`src/rtl/lsu_bus_ctrl.sv`:
```
// lsu_bus_ctrl
//   Load/store unit sitting between the core datapath and a handshaked data
//   bus. Each load or store becomes a single aligned 32-bit bus transaction
//   with byte enables. Load data is sign- or zero-extended before it is
//   returned to the datapath. The core is stalled while a transaction is
//   outstanding. Misaligned accesses and bus timeouts raise a one-cycle fault.
//
// Ports
//   clk, reset             clock (rising edge), asynchronous active-high reset
//   mem_read, mem_write    load/store request; held stable while stall=1
//   funct3                 access size/sign (LB/LH/LW/LBU/LHU, SB/SH/SW)
//   addr, write_data       byte address and LSB-aligned store data
//   read_data              extended load result; holds until the next load
//   stall                  freezes PC/RegWrite while the access is pending
//   fault                  one-cycle pulse in DONE on misalignment or timeout
//   bus_req/we/addr/be/wdata  request channel; bus_gnt accepts it
//   bus_rvalid/bus_rdata   read response, honoured only in WAIT
module lsu_bus_ctrl #(
  parameter int TIMEOUT = 16
) (
  input  logic        clk,
  input  logic        reset,
  input  logic        mem_read,
  input  logic        mem_write,
  input  logic [2:0]  funct3,
  input  logic [31:0] addr,
  input  logic [31:0] write_data,
  output logic [31:0] read_data,
  output logic        stall,
  output logic        fault,
  output logic        bus_req,
  output logic        bus_we,
  output logic [31:0] bus_addr,
  output logic [3:0]  bus_be,
  output logic [31:0] bus_wdata,
  input  logic        bus_gnt,
  input  logic        bus_rvalid,
  input  logic [31:0] bus_rdata
);

  localparam int CW = (TIMEOUT > 1) ? $clog2(TIMEOUT) : 1;
  localparam logic [CW-1:0] CNT_LAST = CW'(TIMEOUT - 1);

  localparam logic [1:0] S_IDLE = 2'd0;
  localparam logic [1:0] S_REQ  = 2'd1;
  localparam logic [1:0] S_WAIT = 2'd2;
  localparam logic [1:0] S_DONE = 2'd3;

  logic [1:0]    state_q, state_d;
  logic [CW-1:0] cnt_q, cnt_d;
  logic          bus_req_q, bus_req_d;
  logic          bus_we_q, bus_we_d;
  logic [31:0]   bus_addr_q, bus_addr_d;
  logic [3:0]    bus_be_q, bus_be_d;
  logic [31:0]   bus_wdata_q, bus_wdata_d;
  logic [31:0]   read_data_q, read_data_d;
  logic          fault_q, fault_d;
  logic [1:0]    lane_q, lane_d;   // addr[1:0] of the access, for load lane select
  logic [2:0]    f3_q, f3_d;       // funct3 of the access, for load extension

  logic          req;
  logic          misal;
  logic [3:0]    be_calc;
  logic [31:0]   wdata_calc;
  logic [7:0]    ld_byte;
  logic [15:0]   ld_half;
  logic [31:0]   ld_ext;

  assign req   = mem_read | mem_write;
  // Combinational so the very cycle the request appears is already stalled.
  assign stall = req & (state_q != S_DONE);

  // Size decode from funct3[1:0]: 00 byte, 01 half, otherwise word.
  always_comb begin
    be_calc    = 4'b1111;
    wdata_calc = write_data;
    misal      = 1'b0;
    case (funct3[1:0])
      2'b00: begin
        be_calc    = 4'b0001 << addr[1:0];
        wdata_calc = {4{write_data[7:0]}};
      end
      2'b01: begin
        be_calc    = addr[1] ? 4'b1100 : 4'b0011;
        wdata_calc = {2{write_data[15:0]}};
        misal      = addr[0];
      end
      default: begin
        misal = (addr[1:0] != 2'b00);
      end
    endcase
  end

  // Lane select and extension of the returned word.
  always_comb begin
    case (lane_q)
      2'd0:    ld_byte = bus_rdata[7:0];
      2'd1:    ld_byte = bus_rdata[15:8];
      2'd2:    ld_byte = bus_rdata[23:16];
      default: ld_byte = bus_rdata[31:24];
    endcase
    ld_half = lane_q[1] ? bus_rdata[31:16] : bus_rdata[15:0];
    case (f3_q)
      3'b000:  ld_ext = {{24{ld_byte[7]}}, ld_byte};
      3'b001:  ld_ext = {{16{ld_half[15]}}, ld_half};
      3'b100:  ld_ext = {24'h0, ld_byte};
      3'b101:  ld_ext = {16'h0, ld_half};
      default: ld_ext = bus_rdata;
    endcase
  end

  always_comb begin
    state_d     = state_q;
    cnt_d       = cnt_q;
    bus_req_d   = bus_req_q;
    bus_we_d    = bus_we_q;
    bus_addr_d  = bus_addr_q;
    bus_be_d    = bus_be_q;
    bus_wdata_d = bus_wdata_q;
    read_data_d = read_data_q;
    lane_d      = lane_q;
    f3_d        = f3_q;
    fault_d     = 1'b0;
    case (state_q)
      S_IDLE: begin
        if (req) begin
          lane_d = addr[1:0];
          f3_d   = funct3;
          cnt_d  = '0;
          if (misal) begin
            // No bus traffic at all; report the fault directly from DONE.
            state_d     = S_DONE;
            fault_d     = 1'b1;
            read_data_d = '0;
          end else begin
            state_d     = S_REQ;
            bus_req_d   = 1'b1;
            bus_we_d    = mem_write;   // store wins if both are raised
            bus_addr_d  = {addr[31:2], 2'b00};
            bus_be_d    = be_calc;
            bus_wdata_d = wdata_calc;
          end
        end
      end
      S_REQ: begin
        // A write completes on gnt. A read gnt only hands over to WAIT, so on
        // the last budget cycle the timeout takes priority over it.
        if (bus_gnt && bus_we_q) begin
          state_d   = S_DONE;
          bus_req_d = 1'b0;
        end else if (cnt_q == CNT_LAST) begin
          state_d     = S_DONE;
          bus_req_d   = 1'b0;
          fault_d     = 1'b1;
          read_data_d = '0;
        end else if (bus_gnt) begin
          state_d   = S_WAIT;
          bus_req_d = 1'b0;
          cnt_d     = cnt_q + CW'(1);
        end else begin
          cnt_d = cnt_q + CW'(1);
        end
      end
      S_WAIT: begin
        if (bus_rvalid) begin
          state_d     = S_DONE;
          read_data_d = ld_ext;
        end else if (cnt_q == CNT_LAST) begin
          state_d     = S_DONE;
          fault_d     = 1'b1;
          read_data_d = '0;
        end else begin
          cnt_d = cnt_q + CW'(1);
        end
      end
      default: begin
        state_d = S_IDLE;
      end
    endcase
  end

  always_ff @(posedge clk or posedge reset) begin
    if (reset) begin
      state_q     <= S_IDLE;
      cnt_q       <= '0;
      bus_req_q   <= 1'b0;
      bus_we_q    <= 1'b0;
      bus_addr_q  <= '0;
      bus_be_q    <= '0;
      bus_wdata_q <= '0;
      read_data_q <= '0;
      fault_q     <= 1'b0;
      lane_q      <= '0;
      f3_q        <= '0;
    end else begin
      state_q     <= state_d;
      cnt_q       <= cnt_d;
      bus_req_q   <= bus_req_d;
      bus_we_q    <= bus_we_d;
      bus_addr_q  <= bus_addr_d;
      bus_be_q    <= bus_be_d;
      bus_wdata_q <= bus_wdata_d;
      read_data_q <= read_data_d;
      fault_q     <= fault_d;
      lane_q      <= lane_d;
      f3_q        <= f3_d;
    end
  end

  assign read_data = read_data_q;
  assign fault     = fault_q;
  assign bus_req   = bus_req_q;
  assign bus_we    = bus_we_q;
  assign bus_addr  = bus_addr_q;
  assign bus_be    = bus_be_q;
  assign bus_wdata = bus_wdata_q;

endmodule

```
`config.mk`:
```
export PLATFORM = sky130hd
export DESIGN_NAME = lsu_bus_ctrl
export DESIGN_NICKNAME = d
export VERILOG_FILES = /design/src/rtl/lsu_bus_ctrl.sv
export SDC_FILE = /design/constraint.sdc
export NUM_CORES = 1
export LEC_CHECK = 0
export CAP_MARGIN = 20
export CELL_PAD_IN_SITES_DETAIL_PLACEMENT = 1
export CELL_PAD_IN_SITES_GLOBAL_PLACEMENT = 2
export CORE_ASPECT_RATIO = 0.8
export CORE_MARGIN = 8
export CORE_UTILIZATION = 28
export CTS_CLUSTER_SIZE = 28
export DETAILED_ROUTE_END_ITERATION = 12
export PLACE_DENSITY_LB_ADDON = 0.1
export SYNTH_ARGS = -nofsm -noshare
export SYNTH_HDL_FRONTEND = slang
export SYNTH_SLANG_ARGS = --single-unit
```
`constraint.sdc`:
```
create_clock -name clk -period 10.6 [get_ports clk]
set_clock_uncertainty 0.15 [all_clocks]
set_input_delay 2.12 -clock clk [delete_from_list [all_inputs] [get_ports clk]]
set_output_delay 2.12 -clock clk [all_outputs]
set_load 0.05 [all_outputs]
```
==> flow_summary.toml, run 1 <==
[clock_network]
insertion_delay_ns = 0.36
clock_sink_count = 112
cts-resized-gates = 0
tritoncts = "built"
postCtsSetupRepairBufs = 0
cts_buffers = 9
cts_root_buffer = "sky130_fd_sc_hd__clkbuf_16"
clk_pin_slew_worst_paths_ns = 0.08
h-tree-depth = 3
clk_path_buf_depth = 2
post_cts_hold_buffer_count = 0

[critical_path]
critPathTopFamily = "buffers and inverters"
critical-path-max-stage-delay_ns = 0.82
critical_path.reg2reg.startpoint = "state_q[0]"
worstSetupEndpointType = "output port"
critical_path_peak_fanout = 6
setup.worst_path.start_class = "input port"
cp.arrival_ns = 3.80
r2r_slack_ns = 7.87
cp.buffers_inverters = 2
setup.worst_path.class = "in -> out"
r2r_end = "read_data[2]"
cp_slowest_cell = "sky130_fd_sc_hd__clkdlybuf4s50_1"
critical_path_required_ns = 8.33
crit_path_cell_trace = "clkdlybuf4s50_1, nor2_1, nor2_1, clkdlybuf4s50_1"
rr_worst_depth = 6

[synth]
synth_warnings = 0
ys_async_sr_fraction_pct = 100
yosysUniqueCellTypes = 46
syn_area_per_cell_um2 = 10.9
synth_edf_count = 0
ys_seq_area_share_pct = 53.0
synth_top_cells_by_area = "sky130_fd_sc_hd__dfrtp_1 (53%), sky130_fd_sc_hd__mux2_2 (11%), sky130_fd_sc_hd__mux2i_1 (4.9%), sky130_fd_sc_hd__nand2_1 (3.4%), sky130_fd_sc_hd__a21oi_1 (3.1%)"
synthesis.instances = 485
ys_seq_elements = 112
synth_top_cell_area_share_pct = 53.0
synth_commonest_cells = "sky130_fd_sc_hd__dfrtp_1 (112), sky130_fd_sc_hd__mux2_2 (53), sky130_fd_sc_hd__nand2_1 (48), sky130_fd_sc_hd__a21oi_1 (33), sky130_fd_sc_hd__o21ai_0 (33)"
synth.cell_area_um2 = 5290
netlist.top_cell.by_area = "sky130_fd_sc_hd__dfrtp_1"
synth.most_common_cell = "sky130_fd_sc_hd__dfrtp_1"
synth_top_flop_cell = "sky130_fd_sc_hd__dfrtp_1"

[floorplanning]
core_um2 = 18700
floorplan.io_pins = 209
standard_cell_rows = 45
initial_utilization_pct = 28.2
die_w_um = 170
fp.dieArea_um2 = 23600
floorplan.die.height_um = 139

[cells_and_area]
flow.area_growth_from_synthesis_pct = 49.7
final_core_util_pct = 42.2
finalInstanceArea_um2 = 7920
num-fill-cells = 2048
drive_above_1_share_pct = 11.6
count_of_nets_after_finishing = 789

[timing]
setup_slack_ns = 4.53
timing.final.crit_share_pct = 57.3
tightestPinTransition_ns = 1.09
slew_headroom_pct = 27.1
finalSetupViolCount = 0
min_hold_slack_ns = 0.335
clock.fmax_ghz = 0.165
fin_tns_setup_ns = 0
timing.final.crit_period_ns = 6.07
grt_setup_unrepaired = "false"
finalMaxSlewViolations = 0
hold_viol_final = 0

[grt]
grt_pass1_wl_um = 28700
antenna_violations_before_repair = 1
grt_pass1_vias = 4890
global_route.usage.total_pct = 15.6
grt_overflow_total = 0
pin_count_of_the_biggest_net_entering_global_routing = 94

[place]
port_buffers = 206
gp_routability_congestion = 0.765
estimated_wirelength_of_the_detail_placed_design_um = 13700
placement.setup.worst_slack_ns = 4.52
placement.cell_area_um2 = 7590

[power_and_ir_drop]
sequentialPowerShare_pct = 28.5
power.share.clock_pct = 12.9
power_per_cell_area_nw_per_um2 = 336
reported_net_switching_power_mw = 1.32
power.share.combinational_pct = 58.6
p_int_mw = 1.34
p_leak_nw = 3.30
ir_drop_v = 0.000133
proportion_of_total_power_due_to_net_switching_pct = 49.8

[drt]
drt.antenna.violating_nets = 0
dr.pass1.iters = 4
drc = 0
drt_wl_total_um = 18500
drt-vias-per-instance = 4.74
wl_per_cell_um = 19.6
vias = 4467
drt_first_iter_violations = 136

[outcome]
run_status = "finished, final reports clean"

[hold_path]
worst_hold_path.endpoint = "bus_wdata[12]"
hold_path_startpoint = "bus_wdata[12]"
hold-path-cell-count = 2
timing.hold.worst.class = "reg -> reg"

[flow_run]
cap_viol_max_count = 0
layout by cell type (no fill, tap or decap), types with 2 or more instances in the layout:
cell type and count:
sky130_fd_sc_hd__o22ai_1 8, sky130_fd_sc_hd__nor2_1 25, sky130_fd_sc_hd__nand3_1 10, sky130_fd_sc_hd__nand2_1 48
sky130_fd_sc_hd__o31ai_1 2, sky130_fd_sc_hd__or3_1 2, sky130_fd_sc_hd__nand2b_1 11, sky130_fd_sc_hd__ha_1 6
sky130_fd_sc_hd__o2bb2ai_1 17, sky130_fd_sc_hd__clkdlybuf4s50_1 206, sky130_fd_sc_hd__clkinv_4 3, sky130_fd_sc_hd__nand4_1 2
sky130_fd_sc_hd__o21ai_0 33, sky130_fd_sc_hd__o32ai_1 7, sky130_fd_sc_hd__a21oi_1 33, sky130_fd_sc_hd__inv_8 2
sky130_fd_sc_hd__inv_1 15, sky130_fd_sc_hd__conb_1 2, sky130_fd_sc_hd__dfrtp_1 112, sky130_fd_sc_hd__nor2b_1 5
sky130_fd_sc_hd__a32o_1 7, sky130_fd_sc_hd__mux2i_1 26, sky130_fd_sc_hd__a22o_1 2, sky130_fd_sc_hd__clkbuf_16 9
sky130_fd_sc_hd__nor3b_1 2, sky130_fd_sc_hd__mux2_2 53, sky130_fd_sc_hd__nor3_1 3, sky130_fd_sc_hd__buf_4 5
sky130_fd_sc_hd__a22oi_1 2, sky130_fd_sc_hd__and3_1 3
tightest hold or removal path, cell delays in order, from the launching register on:
cell,delay [ns]
sky130_fd_sc_hd__dfrtp_1,0.35
sky130_fd_sc_hd__nand2_1,0.05
sky130_fd_sc_hd__o21ai_0,0.06
stage by stage:
step	std cells	total power, mW
4_1_cts	938	2.69
3_5_place_dp	922	2.33
3_3_place_gp	922	2.30
6_report	942	2.66
5_1_grt	942	2.81
2_1_floorplan	486	1.77
flip-flops by register name (all words and copies together), names as in the netlist:
register / flops
fault: 1
f3_q: 3
cnt_q: 4
read_data: 32
bus_wdata: 32
lane_q: 2
bus_be: 4
state_q: 2
bus_req: 1
bus_we: 1
bus_addr: 30
how the worst max path moves through the flow:
stage                     startpoint           end  cells after the start
after floorplan                reset  bus_addr[10]                      1
after global placement     mem_write         stall                      4
after detailed placement   mem_write         stall                      4
after CTS                  mem_write         stall                      4
after global routing       mem_write         stall                      4
final                      mem_write         stall                      4
metal layers:
metal | vias up | wire length [um] | track usage (%)
met5 | - | 0 | 0
met4 | 0 | 206 | 3.58
met3 | 12 | 1610 | 6.74
met2 | 133 | 8550 | 24.6
met1 | 2200 | 8100 | 19.3
li1 | 2122 | - | -
power by group through the flow:
stage	clock (mW)	combinational (mW)	sequential [mW]
6_report	0.343	1.56	0.758
5_1_grt	0.373	1.65	0.789
4_1_cts	0.361	1.56	0.760
3_5_place_dp	0	1.56	0.766
3_3_place_gp	0	1.55	0.752
2_1_floorplan	0	0.479	1.29
final cells by class:
type / count / area [um^2] / share of cell area, %
timing repair buffer: 213 / 2130 / 26.9
multi-input combinational: 326 / 2310 / 29.1
clock inverter: 5 / 48.8 / 0.617
tap: 258 / 323 / 4.08
inverter: 16 / 62.6 / 0.790
sequential: 112 / 2800 / 35.4
clock buffer: 11 / 243 / 3.07
antenna: 1 / 2.50 / 0.0316
cell families (layout without fill, tap and decap cells):
logic type | Yosys count | count (layout) | synth area share [%]
AO/OA/AOI/OAI | 124 | 124 | 15.5
adder cells (fa/ha/maj) | 6 | 6 | 1.42
buffers and inverters | 48 | 245 | 3.74
flip-flops | 112 | 112 | 53.0
multiplexers | 79 | 79 | 16.2
other | 1 | 3 | 0.0709
AND/OR/NAND/NOR | 115 | 115 | 10.0
Note: power is estimated with default switching activity, not from simulation.
==> run 2, diff against run 1 <==
Settings changed: CORE_UTILIZATION 28 to 26.
Clock period 10.6 ns to 6.2 ns, I/O delays scaled along.
==> flow_summary.toml, run 2 (same netlist as run 1, synthesis figures left out) <==
[drt]
drc = 0
drt_wl_total_um = 18800
wl_per_cell_um = 19.8
drt-vias-per-instance = 4.70
dr.pass1.iters = 4
drt.antenna.violating_nets = 0
drt_first_iter_violations = 195
vias = 4465

[cells_and_area]
final_core_util_pct = 40.3
flow.area_growth_from_synthesis_pct = 51.2
most_common_library_cell_in_the_layout_ignoring_fill_and_taps = "sky130_fd_sc_hd__clkdlybuf4s50_1"
register_area_um2 = 2800
drive_above_1_share_pct = 12.0
antennaDiodeCount = 0
count_of_nets_after_finishing = 791
area_of_combinational_cells_with_multiple_inputs_um2 = 2310
num-fill-cells = 2183
final_cell_mix = "sky130_fd_sc_hd__clkdlybuf4s50_1 (206), sky130_fd_sc_hd__dfrtp_1 (112), sky130_fd_sc_hd__mux2_2 (53), sky130_fd_sc_hd__nand2_1 (48)"

[floorplanning]
floorplan.die.height_um = 144
floorplan.io_pins = 209
fp.dieArea_um2 = 25200
initial_utilization_pct = 26.6
standard_cell_rows = 46
die_w_um = 175
core_um2 = 19900

[critical_path]
setup.worst_path.start_class = "input port"
setup.worst_path.class = "in -> out"
worstSetupEndpointType = "output port"
critical_path_required_ns = 4.81
cp.buffers_inverters = 2
crit_path_cell_trace = "clkdlybuf4s50_1, nor2_1, nor2_1, clkdlybuf4s50_1"
critPathTopFamily = "buffers and inverters"
critical-path-max-stage-delay_ns = 0.81
cp_slowest_cell = "sky130_fd_sc_hd__clkdlybuf4s50_1"
cp.arrival_ns = 2.88
critical_path_peak_fanout = 6
critical_path.reg2reg.startpoint = "state_q[0]"
worst_setup_startpoint = "mem_write"

[place]
port_buffers = 206
estimated_wirelength_of_the_detail_placed_design_um = 14100
placement.setup.worst_slack_ns = 1.74
gp_routability_congestion = 0.753

[grt]
antenna_violations_before_repair = 0
grt_overflow_total = 0
pin_count_of_the_biggest_net_entering_global_routing = 71
global_route.usage.total_pct = 14.9
grt_pass1_wl_um = 29400
grt_pass1_vias = 4990

[clock_network]
clk_path_buf_depth = 2
insertion_delay_ns = 0.36
cts_buffers = 9
postCtsSetupRepairBufs = 0
cts_root_buffer = "sky130_fd_sc_hd__clkbuf_16"
h-tree-depth = 3
post_cts_hold_buffer_count = 0
tritoncts = "built"
clk_pin_slew_worst_paths_ns = 0.08
clock_sink_count = 112
cts-resized-gates = 0

[power_and_ir_drop]
p_leak_nw = 3.33
power_per_cell_area_nw_per_um2 = 578
finalPower_mw = 4.63
ir_drop_v = 0.000250

[hold_path]
hold_path_startpoint = "bus_be[0]"
timing.hold.worst.class = "reg -> reg"

[timing]
slew_headroom_pct = 32.2
grt_setup_unrepaired = "false"
finalSetupViolCount = 0
fin_tns_setup_ns = 0
hold_viol_final = 0
tightestPinTransition_ns = 1.02
timing.final.crit_period_ns = 4.27
finalMaxSlewViolations = 0
setup_slack_ns = 1.93
clock.fmax_ghz = 0.234
timing.final.crit_share_pct = 68.8

[flow_run]
cap_viol_max_count = 0

[outcome]
run_status = "finished, final reports clean"
==> run 2: cell types whose count changed in the layout (fill, tap and decap cells not counted) <==
cell,delta
sky130_fd_sc_hd__clkinv_4,-3
sky130_fd_sc_hd__inv_6,+2
sky130_fd_sc_hd__buf_12,+1
sky130_fd_sc_hd__buf_16,+1
sky130_fd_sc_hd__bufinv_16,+1
sky130_fd_sc_hd__clkbuf_1,-1
sky130_fd_sc_hd__clkbuf_8,-1
sky130_fd_sc_hd__clkinv_8,+1
sky130_fd_sc_hd__clkinvlp_4,+1
sky130_fd_sc_hd__diode_2,-1
==> run 2: worst paths after layout <==
kind	cells past startpoint	slack (ns)	to
min in group asynchronous	2	1.29	bus_addr[3]
setup / recovery	4	1.93	stall
hold reg to reg	2	0.33	bus_be[0]
hold / removal	2	0.33	bus_be[0]
setup reg to reg	6	3.49	read_data[16]
max in group asynchronous	3	3.42	read_data[7]
==> run 2: metrics by stage <==
stage | hold WS, ns | cell area, um^2 | cells
4_1_cts | 0.341 | 7930 | 945
6_report | 0.333 | 8000 | 949
5_1_grt | 0.367 | 8000 | 949
3_3_place_gp | 0.313 | 7610 | 929
2_1_floorplan | 0.329 | 5290 | 486
3_5_place_dp | 0.321 | 7610 | 929
==> run 2: metal layers <==
layer / track usage [%] / vias up / wire length [um]
li1: - / 2128 / -
met1: 18.9 / 2210 / 8370
met2: 23.8 / 116 / 8850
met3: 5.72 / 11 / 1380
met4: 3.21 / 0 / 150
met5: 0 / - / 0
==> run 2: power by group <==
part | internal, mW | total (mW) | switching (mW)
Clock | 0.327 | 0.639 | 0.313
Combinational | 0.969 | 2.72 | 1.75
Sequential | 1.04 | 1.27 | 0.225
==> run 2: final cells by class <==
type | instances | share of cell area [%]
Sequential cell | 112 | 35.1
Multi-Input combinational cell | 326 | 28.9
Timing Repair Buffer | 215 | 27.2
Tap cell | 264 | 4.13
Clock buffer | 9 | 2.82
Clock inverter | 7 | 1.17
Inverter | 16 | 0.782
==> run 2: worst min-delay path, delay by kind of cell, from the launching register on <==
family / cells / cell delay [ns]
simple gates: 1 / 0.05
flops: 1 / 0.35
compound gates: 1 / 0.05
